## config.mk

```make
export PLATFORM = sky130hd
export DESIGN_NAME = result_packetizer
export DESIGN_NICKNAME = d
export VERILOG_FILES = /design/src/rtl/result_packetizer_pkg.sv /design/src/rtl/result_packetizer_formatter.sv /design/src/rtl/result_packetizer.sv
export SDC_FILE = /design/constraint.sdc
export NUM_CORES = 1
export LEC_CHECK = 0
export ABC_AREA = 1
export CORE_MARGIN = 1
export CORE_UTILIZATION = 56
export CTS_CLUSTER_SIZE = 28
export DETAILED_ROUTE_END_ITERATION = 8
export DONT_BUFFER_PORTS = 1
export HOLD_SLACK_MARGIN = 0.08
export PLACE_DENSITY_LB_ADDON = 0.1
export SLEW_MARGIN = 20
export SYNTH_ARGS = -nofsm -noshare
export SYNTH_HDL_FRONTEND = slang
export SYNTH_SLANG_ARGS = --single-unit
```

## constraint.sdc

```tcl
create_clock -name clk -period 2 [get_ports clk]
set_clock_uncertainty 0.05 [all_clocks]
set_input_delay 0.5 -clock clk [delete_from_list [all_inputs] [get_ports clk]]
set_output_delay 0.5 -clock clk [all_outputs]
set_load 0.05 [all_outputs]
```

## src/rtl/result_packetizer_pkg.sv

```systemverilog
// ============================================================================
// Module      : result_packetizer_pkg
// Description : Host-link framing constants and FSM state type, shared by the
//               result packetizer (TX) and the float/fixed input collector (RX).
// Revision    : 1.0 - initial release
// ============================================================================
`default_nettype none

package result_packetizer_pkg;

    localparam logic [1:0] APP_FLOAT = 2'b01;
    localparam logic [1:0] APP_FIX   = 2'b10;

    localparam logic [2:0] SZ_1W     = 3'b001;
    localparam logic [2:0] SZ_2W32   = 3'b010;
    localparam logic [2:0] SZ_2W40   = 3'b011;

    localparam logic [2:0] PKT_ONLY  = 3'b000;
    localparam logic [2:0] PKT_HI    = 3'b001;
    localparam logic [2:0] PKT_LO    = 3'b010;

    // MSB positions of the {app, size, packet, data} fields in a 48-bit word
    localparam int APP_MSB  = 47;
    localparam int SIZE_MSB = 45;
    localparam int PKT_MSB  = 42;
    localparam int DATA_MSB = 39;

    typedef enum logic [1:0] {
        ST_IDLE  = 2'd0,
        ST_BEAT1 = 2'd1,
        ST_BEAT2 = 2'd2
    } state_e;

    function automatic logic is_legal(input logic [1:0] app, input logic [2:0] size);
        return ((app == APP_FLOAT) || (app == APP_FIX)) &&
               ((size == SZ_1W) || (size == SZ_2W32) || (size == SZ_2W40));
    endfunction

    function automatic logic is_two_beat(input logic [2:0] size);
        return (size == SZ_2W32) || (size == SZ_2W40);
    endfunction

endpackage

`default_nettype wire

```

## src/rtl/result_packetizer_formatter.sv

```systemverilog
// ============================================================================
// Module      : result_packetizer_formatter
// Description : Combinational builder of one framed host-link word for a given
//               beat of a captured result, plus a legality flag.
// Revision    : 1.0 - initial release
// ============================================================================
`default_nettype none

module result_packetizer_formatter
    import result_packetizer_pkg::*;
#(
    parameter int INT_WID   = 40,
    parameter int FREC_WID  = 40,
    parameter int FLOAT_WID = 80,
    parameter int DATAOUT   = 48,
    parameter int APP       = 2,
    parameter int SIZE      = 3
) (
    input  logic [APP-1:0]       app_i,
    input  logic [SIZE-1:0]      size_i,
    input  logic                 beat2_i,
    input  logic [INT_WID-1:0]   int_i,
    input  logic [FREC_WID-1:0]  frec_i,
    input  logic [FLOAT_WID-1:0] float_i,
    output logic [DATAOUT-1:0]   word_o,
    output logic                 legal_o
);

    localparam int DW = DATAOUT - APP - SIZE - 3;

    logic [DW-1:0] data_w;
    logic [2:0]    pkt_w;

    always_comb begin
        data_w  = '0;
        pkt_w   = PKT_ONLY;
        legal_o = is_legal(app_i, size_i);
        if (is_two_beat(size_i)) begin
            pkt_w = beat2_i ? PKT_LO : PKT_HI;
        end
        // Narrow payloads are left-justified in the data field, low bits zero
        case (app_i)
            APP_FLOAT: begin
                if (size_i == SZ_1W) begin
                    data_w[DW-1 -: 32] = float_i[31:0];
                end else if (is_two_beat(size_i)) begin
                    data_w = beat2_i ? float_i[DW-1:0] : float_i[2*DW-1:DW];
                end
            end
            APP_FIX: begin
                case (size_i)
                    SZ_1W: begin
                        data_w[DW-1  -: 16] = int_i[15:0];
                        data_w[DW-17 -: 16] = frec_i[15:0];
                    end
                    SZ_2W32: data_w[DW-1 -: 32] = beat2_i ? frec_i[31:0] : int_i[31:0];
                    SZ_2W40: data_w = beat2_i ? frec_i[DW-1:0] : int_i[DW-1:0];
                    default: data_w = '0;
                endcase
            end
            default: data_w = '0;
        endcase
        word_o = {app_i, size_i, pkt_w, data_w};
    end

endmodule

`default_nettype wire

```

## src/rtl/result_packetizer.sv

```systemverilog
// ============================================================================
// Module      : result_packetizer
// Description : Serialises float or fixed-point conversion results into one or
//               two 48-bit host-link words with valid/ready on both sides.
// Revision    : 1.0 - initial release
// ============================================================================
`default_nettype none

module result_packetizer
    import result_packetizer_pkg::*;
#(
    parameter int INT_WID   = 40,
    parameter int FREC_WID  = 40,
    parameter int FLOAT_WID = 80,
    parameter int DATAOUT   = 48,
    parameter int APP       = 2,
    parameter int SIZE      = 3
) (
    input  logic                 clk,
    input  logic                 rstn,
    input  logic                 in_valid,
    output logic                 in_ready,
    input  logic [APP-1:0]       in_app,
    input  logic [SIZE-1:0]      in_size,
    input  logic [INT_WID-1:0]   in_int,
    input  logic [FREC_WID-1:0]  in_frec,
    input  logic [FLOAT_WID-1:0] in_float,
    output logic [DATAOUT-1:0]   dout,
    output logic                 dout_valid,
    input  logic                 dout_ready,
    output logic                 err,
    output logic                 busy
);

    state_e                 state_q, state_d;
    logic [APP-1:0]         app_q;
    logic [SIZE-1:0]        size_q;
    logic [INT_WID-1:0]     int_q;
    logic [FREC_WID-1:0]    frec_q;
    logic [FLOAT_WID-1:0]   float_q;
    logic                   err_q, err_d;
    logic                   cap_en_w;
    logic [DATAOUT-1:0]     word_w;
    logic                   legal_w;

    always_comb begin
        state_d  = state_q;
        cap_en_w = 1'b0;
        err_d    = 1'b0;
        case (state_q)
            ST_IDLE: begin
                if (in_valid) begin
                    cap_en_w = 1'b1;
                    if (is_legal(in_app, in_size)) begin
                        state_d = ST_BEAT1;
                    end else begin
                        err_d = 1'b1;
                    end
                end
            end
            ST_BEAT1: begin
                if (dout_ready) begin
                    state_d = is_two_beat(size_q) ? ST_BEAT2 : ST_IDLE;
                end
            end
            ST_BEAT2: begin
                if (dout_ready) begin
                    state_d = ST_IDLE;
                end
            end
            default: state_d = ST_IDLE;
        endcase
    end

    always_ff @(posedge clk or negedge rstn) begin
        if (!rstn) begin
            state_q <= ST_IDLE;
            err_q   <= 1'b0;
            app_q   <= '0;
            size_q  <= '0;
            int_q   <= '0;
            frec_q  <= '0;
            float_q <= '0;
        end else begin
            state_q <= state_d;
            err_q   <= err_d;
            if (cap_en_w) begin
                app_q   <= in_app;
                size_q  <= in_size;
                int_q   <= in_int;
                frec_q  <= in_frec;
                float_q <= in_float;
            end
        end
    end

    result_packetizer_formatter #(
        .INT_WID   (INT_WID),
        .FREC_WID  (FREC_WID),
        .FLOAT_WID (FLOAT_WID),
        .DATAOUT   (DATAOUT),
        .APP       (APP),
        .SIZE      (SIZE)
    ) u_formatter (
        .app_i   (app_q),
        .size_i  (size_q),
        .beat2_i (state_q == ST_BEAT2),
        .int_i   (int_q),
        .frec_i  (frec_q),
        .float_i (float_q),
        .word_o  (word_w),
        .legal_o (legal_w)
    );

    // dout is decoded from the frozen capture registers, so it cannot move while
    // a beat is stalled and it drops to zero the instant reset forces IDLE.
    assign dout       = (state_q != ST_IDLE) && legal_w ? word_w : '0;
    assign dout_valid = (state_q != ST_IDLE);
    assign in_ready   = (state_q == ST_IDLE);
    assign busy       = (state_q != ST_IDLE);
    assign err        = err_q;

endmodule

`default_nettype wire
```

; Word-level counts from Yosys, hierarchy flattened
; Cells that the tools add are included.
[op_classes]
n_addsub = 0
multipliers = 0
div_mod_pow = 0
magnitude_cmp = 0
eq_ne = 16
shift = 0
muxes = 23
n_bitwise = 0
reduce_logical = 13
[op_table]
columns = operator, n
row1 = two-way mux 40 bit, 3
row2 = case mux 32 bit (3 select lines), 1
row3 = case mux 40 bit (2 select lines), 1
row4 = two-way mux 32 bit, 2
row5 = two-way mux 48 bit, 1
row6 = two-way mux 8 bit, 2
row7 = equality test 3 x 2 -> 1 bit (second input constant), 4
row8 = two-way mux 2 bit, 6
row9 = logical OR 1 bit, 7
row10 = equality test 2 x 1 -> 1 bit (second input constant), 3
row11 = equality test 2 bit (second input constant), 3
row12 = equality test 3 x 1 -> 1 bit (second input constant), 2
row13 = inequality test 2 bit (second input constant), 3
row14 = case mux 2 bit (3 select lines), 1
row15 = two-way mux 1 bit, 5
row16 = AND reduction 4 bit, 1
row17 = logical AND 1 bit, 3
row18 = two-way mux 3 bit, 1
row19 = logical NOT 2 bit, 1
row20 = inequality test 2 x 1 -> 1 bit (second input constant), 1
row21 = nonzero test 2 bit, 1
[totals]
reg_bits = 168
latch_bits = 0
ramBits = 0
mem_bits_ro = 0
inputBits = 169
out_inout_bits = 52
word_cells = 59
memories = 0

; Longest topological paths before layout
[logic_depth]
ltp_word = 7
mapped_depth = 9
depth_no_buf = 7

; Hierarchy
; A second synthesis with hierarchy kept.
[unflattened]
hier_cells = 1486
hier_area_um2 = 9849.4
[by_module_without_submodules]
columns = mod, instances, cells_each, area_per_inst_um2, seq_area_each_um2
row1 = result_packetizer, 1, 824, 6902.9, 4204.0
row2 = result_packetizer_formatter, 1, 662, 2946.6, 0.0

; Worst setup path before layout
; No wires, ideal clock.
[synth_timing]
kind = register to output
startpoint = register size_q[2]
endpoint = output port dout[40]
t_arrival_ps = 2027
required_ps = 1450
setup_slack_ps = -577
stages_incl_launch_ff = 7
path_buffers = 1
path_cell_list = dfrtp_1 clkbuf_2 inv_2 nand2_8 inv_4 o21ai_2 nor3_1
[synth_via]
elab_chain_len = 6
word_cells_on_any_way = 10
classes_between = 3 x eq/ne / 2 x mux / 5 x reduce/logical
[synth_rtl]
columns = item, line_no
row1 = start: declaration, result_packetizer.sv:37  ; logic [SIZE-1:0] size_q;
row2 = start signal: assignment, result_packetizer.sv:89  ; size_q <= in_size;
row3 = equality test 3 x 1 -> 1 bit / equality test 3 x 2 -> 1 bit (equally long branches), "result_packetizer_pkg.sv:36, result_packetizer_pkg.sv:40"
row4 = logical OR 1 bit (2 in a row), result_packetizer_pkg.sv:36  ; ((size == SZ_1W) || (size == SZ_2W32) || (size == SZ_2W40));
row5 = logical AND 1 bit, result_packetizer_pkg.sv:35  ; return ((app == APP_FLOAT) || (app == APP_FIX)) &&
row6 = logical AND 1 bit, result_packetizer.sv:117  ; assign dout = (state_q != ST_IDLE) && legal_w ? word_w : '0;
row7 = two-way mux 48 bit *, result_packetizer.sv:117
row8 = end: declaration, result_packetizer.sv:28  ; output logic [DATAOUT-1:0] dout,
; Every way passes the cells marked *; elsewhere a longest branch is shown, timed or not.

; Worst setup path in the final report
[layout_timing]
startpoint = register size_q[2]
endpoint = output port dout[37]
[layout_via]
elab_chain_len = 6
word_cells_on_any_way = 13
classes_between = 3 x eq/ne / 5 x mux / 5 x reduce/logical
[layout_rtl]
columns = item, line_no
row1 = equality test 3 x 2 -> 1 bit / equality test 3 x 1 -> 1 bit (equally long branches), n/a
row2 = logical OR 1 bit (on tied branches), "result_packetizer_pkg.sv:40, result_packetizer_pkg.sv:36"
row3 = two-way mux 40 bit / logical OR 1 bit (equally long branches), "result_packetizer_formatter.sv:46, result_packetizer_pkg.sv:36"
row4 = two-way mux 32 bit / logical AND 1 bit (equally long branches), "result_packetizer_formatter.sv:44, result_packetizer_pkg.sv:35"
row5 = case mux 40 bit (2 select lines) / logical AND 1 bit (equally long branches), "result_packetizer_formatter.sv:42, result_packetizer.sv:117"
row6 = two-way mux 48 bit *, result_packetizer.sv:117
; Marked as above.

==> results <==
- The setup slack of the critical path after layout is -0.736 ns.
- In this run the remaining antenna-violating nets after routing total 0.
- The leakage power total is approximately 5.5 nW.
- The standard cell core area is ~16000 µm².
- The pre-CTS setup slack is -0.232 ns.
- The per-cell routed wire length is about 22 µm.
- After detailed routing, the total wire length is around 31000 µm.
- The required time at the endpoint of the critical path is 1.45 ns.
- Routability-driven placement finished with a final weighted congestion of roughly 0.96.
- Clock-pin slew was measured on the worst setup and hold paths at about 0.060 ns.
- The die is 130 µm tall.
- The initial cell density of the core is 0.573.
- At the worst endpoint, the arrival time is approximately 2.2 ns.
- Synthesis produced 1100 cells.
- In the post-synthesis netlist, the biggest area contributors are sky130_fd_sc_hd__dfrtp_1 46%, sky130_fd_sc_hd__nand3_1 12%, sky130_fd_sc_hd__mux2_2 9.9%.
- Counting distinct cell types in the post-synthesis netlist gives 29.
- The number of slew-limit violations in the final report was 0.
- The overall power after layout is between 0.01 and 0.015 W.
- Of the post-synthesis cell area, the dominant cell type holds 0.462.
- The die covers 16800 µm².
- Including well taps, the total number of placed cells is 1365.
- The final-layout worst hold slack is -0.283 ns.
- The total overflow left after global routing is 0.
- The worst setup path is captured at an output port.
- The maximum fanout encountered on the critical timing path is 9.
- The number of antenna violations at the first check in global routing is 1.
- After synthesis the cells add up to just over 9000 µm².
- After detailed routing, the number of vias per cell comes to about 6.
- The number of global-route vias before repair was about 8500.
- In this run the clock root is driven by a sky130_fd_sc_hd__clkbuf_16.
- The final period utilization is 1.37.
- The finished layout holds about 1400 standard cells, fillers aside.
- In this run the power density over the cells is roughly 950 nW/µm².
- The layout-stage area growth over the synthesis result is 37.4%.
- The number of fillers in the final layout is ~1100.
- The worst min-delay path class is input port to asynchronous set/reset pin.
- VDD sags by at most approximately 0.0007 V.
- Row generation in the floorplan step produced 46 rows.
- The number of nets at the end of the flow is 1359.
- The I/O pin total is about 220.
- In the final layout, the share of cells above drive strength 1 is 0.344.
- The TritonCTS clock tree is built.
- The sequential fraction of the synthesis area is 0.462.
- The length of the first detailed-routing pass in iterations is 6.
- In the routed design, unresolved DRC markers number 0.
- The final standard cell area without fillers is about 13000 µm².
- Summing over every cut layer, the via total after detailed routing is 8616.
- The H-tree level count is 4.
- Entering global routing, the biggest net connects 169 pins.
- The placed wire-length estimate after detailed placement is between 20000 and 25000 µm.
- The element type at the critical path start is a register.
- Summing all placed instances gives a cell area of roughly 11000 µm².
- Max-cap violations in this run came to 0.
- Dividing the synthesized area by the synthesized cell count gives 8.28 µm².
- The count of input and output buffers is 0.
- The detailed router's first-iteration violation count is 881.
- The number of buffers inserted during clock tree synthesis is 17.
- The class of the most critical setup path is register to output port.
- The clock sink total is between 150 and 200.
- The width of the die is between 100 and 150 µm.
- Of all cell types, the one taking the most synthesized area is sky130_fd_sc_hd__dfrtp_1.
- The run finished, with violations left.
- The first-pass GRT wire length is 45000 µm.
- The insertion delay to the later sink of the worst-skew pair is between 0.4 and 0.5 ns.
- In this run the deepest clock path goes through 2 buffers.
- The final hold violation count is around 170.
- Counting flops and latches in the post-synthesis netlist gives around 170.
- For the finished layout, the period the worst path requires is 2.74 ns.
- Setup violations remaining at the end of the flow were counted as 49.
- The highest attainable clock frequency is between 0.3 and 0.4 GHz.
- During synthesis, Yosys emitted a total of 0 warnings.
- Setup repair after global routing could not meet its margin everywhere.
- The checks that failed: hold timing, setup timing.
- Across every metal layer, demand over resource in global routing totals 0.362.
==> layout by cell type (no fill, tap or decap), types with 3 or more instances in the layout <==
cell,n
sky130_fd_sc_hd__nand2_1,185
sky130_fd_sc_hd__nand3_1,174
sky130_fd_sc_hd__dfrtp_1,163
sky130_fd_sc_hd__nor2_1,87
sky130_fd_sc_hd__inv_1,84
sky130_fd_sc_hd__a21oi_1,84
sky130_fd_sc_hd__mux2_2,80
sky130_fd_sc_hd__buf_12,70
sky130_fd_sc_hd__buf_4,55
sky130_fd_sc_hd__nand2_2,44
sky130_fd_sc_hd__a21oi_4,40
sky130_fd_sc_hd__nand3_2,37
sky130_fd_sc_hd__clkbuf_16,21
sky130_fd_sc_hd__buf_6,14
sky130_fd_sc_hd__nor2_4,11
sky130_fd_sc_hd__nand3_4,6
sky130_fd_sc_hd__dfrtp_2,5
sky130_fd_sc_hd__inv_2,4
sky130_fd_sc_hd__clkbuf_1,4
sky130_fd_sc_hd__clkinvlp_4,4
sky130_fd_sc_hd__nor3_4,3
sky130_fd_sc_hd__bufinv_16,3
==> report_power, final <==
| group | total (W) | internal, W | switching [W] |
|---|---|---|---|
| sequential | 0.00448 | 0.00405 | 0.000428 |
| clock | 0.00337 | 0.00197 | 0.00140 |
| combinational | 0.00407 | 0.00164 | 0.00243 |
==> final timing paths <==
kind | from | to | slack (ns) | cells past startpoint
setup / recovery | size_q[2] | dout[37] | -0.74 | 8
hold / removal | rstn | int_q[22] | -0.28 | 0
setup reg to reg | state_q[1] | int_q[17] | 0.10 | 8
hold reg to reg | float_q[43] | float_q[43] | 0.46 | 1
max in group asynchronous | rstn | float_q[30] | 1.89 | 0
min in group clk | dout_ready | state_q[1] | 0.12 | 1
==> layer usage <==
metal | track usage | routed length, µm
met1 | 0.455 | 11700
met2 | 0.599 | 14700
met3 | 0.0921 | 3240
met4 | 0.145 | 1230
met5 | 0 | 0
==> per-stage QoR <==
| step | util | setup TNS (ns) |
|---|---|---|
| final | 0.788 | -31.96 |
| after global routing | 0.788 | -34.10 |
| after detailed placement | 0.704 | -7.84 |
| after global placement | 0.704 | -7.17 |
| after CTS | 0.768 | -27.15 |
| after floorplan | - | -4.33 |
==> cell families (layout without fill, tap and decap cells) <==
group	count (synthesis)	in the layout	synth area share
buf+inv	168	268	0.0856
fa+ha+maj	2	2	0.00275
other cells	1	3	0.000412
compound gates	129	129	0.0841
flops	168	168	0.462
mux	80	80	0.0989
simple gates	552	552	0.267
==> state kept, by name, indices dropped and copies added (netlist names) <==
name / count
app_q: 2
err: 1
float_q: 80
frec_q: 40
int_q: 40
size_q: 3
state_q: 2
==> worst max-delay path: stages, from the launching register on <==
cell	delay (ns)
sky130_fd_sc_hd__dfrtp_2	0.43
sky130_fd_sc_hd__buf_6	0.13
sky130_fd_sc_hd__nor3_4	0.04
sky130_fd_sc_hd__buf_12	0.14
sky130_fd_sc_hd__buf_8	0.12
sky130_fd_sc_hd__o21ai_4	0.38
sky130_fd_sc_hd__clkbuf_16	0.30
sky130_fd_sc_hd__a21oi_4	0.05
sky130_fd_sc_hd__buf_12	0.15
==> timing repair <==
item / in CTS / in global routing
endpoints found under the hold margin: 168 / 168
pin swaps: 13 / 33
gates cloned: 4 / 5
resized for setup: 63 / 57
endpoints found under the setup margin: 48 / 48
setup buffers: 5 / 10
==> Yosys cell counts <==
library cell               number
sky130_fd_sc_hd__o21ai_2        1
sky130_fd_sc_hd__nor2_1        93
sky130_fd_sc_hd__clkbuf_2       1
sky130_fd_sc_hd__nand3_1      217
sky130_fd_sc_hd__buf_4          6
sky130_fd_sc_hd__nand2_2        2
sky130_fd_sc_hd__inv_2          2
sky130_fd_sc_hd__a21oi_2       30
sky130_fd_sc_hd__buf_2         38
sky130_fd_sc_hd__nor3_4         1
sky130_fd_sc_hd__clkbuf_1      20
sky130_fd_sc_hd__dfrtp_1      168
sky130_fd_sc_hd__buf_1          3
sky130_fd_sc_hd__mux2_2        80
sky130_fd_sc_hd__nand2_1      229
sky130_fd_sc_hd__inv_1         87
sky130_fd_sc_hd__nor2_4         5
sky130_fd_sc_hd__nor3b_2        1
sky130_fd_sc_hd__o22ai_1        2
sky130_fd_sc_hd__nor2_2         1
sky130_fd_sc_hd__nand2_8        1
sky130_fd_sc_hd__inv_4          1
sky130_fd_sc_hd__nor3_1         2
sky130_fd_sc_hd__conb_1         1
sky130_fd_sc_hd__ha_1           2
sky130_fd_sc_hd__a21oi_1       94
sky130_fd_sc_hd__buf_6         10
sky130_fd_sc_hd__o21ai_0        1
sky130_fd_sc_hd__a31oi_1        1
==> cell type report <==
type                    count  area [µm²]  share of cell area
multi-input cells         765        4950               0.395
diodes                      1        2.50            0.000200
repair buffers            146        2150               0.172
well taps                 216         270              0.0216
inverters                  90         345              0.0276
flip-flops and latches    168        4210               0.336
clock inverters            11         148              0.0118
clock buffers              21         440              0.0352
(Power assumes the default switching activity.)
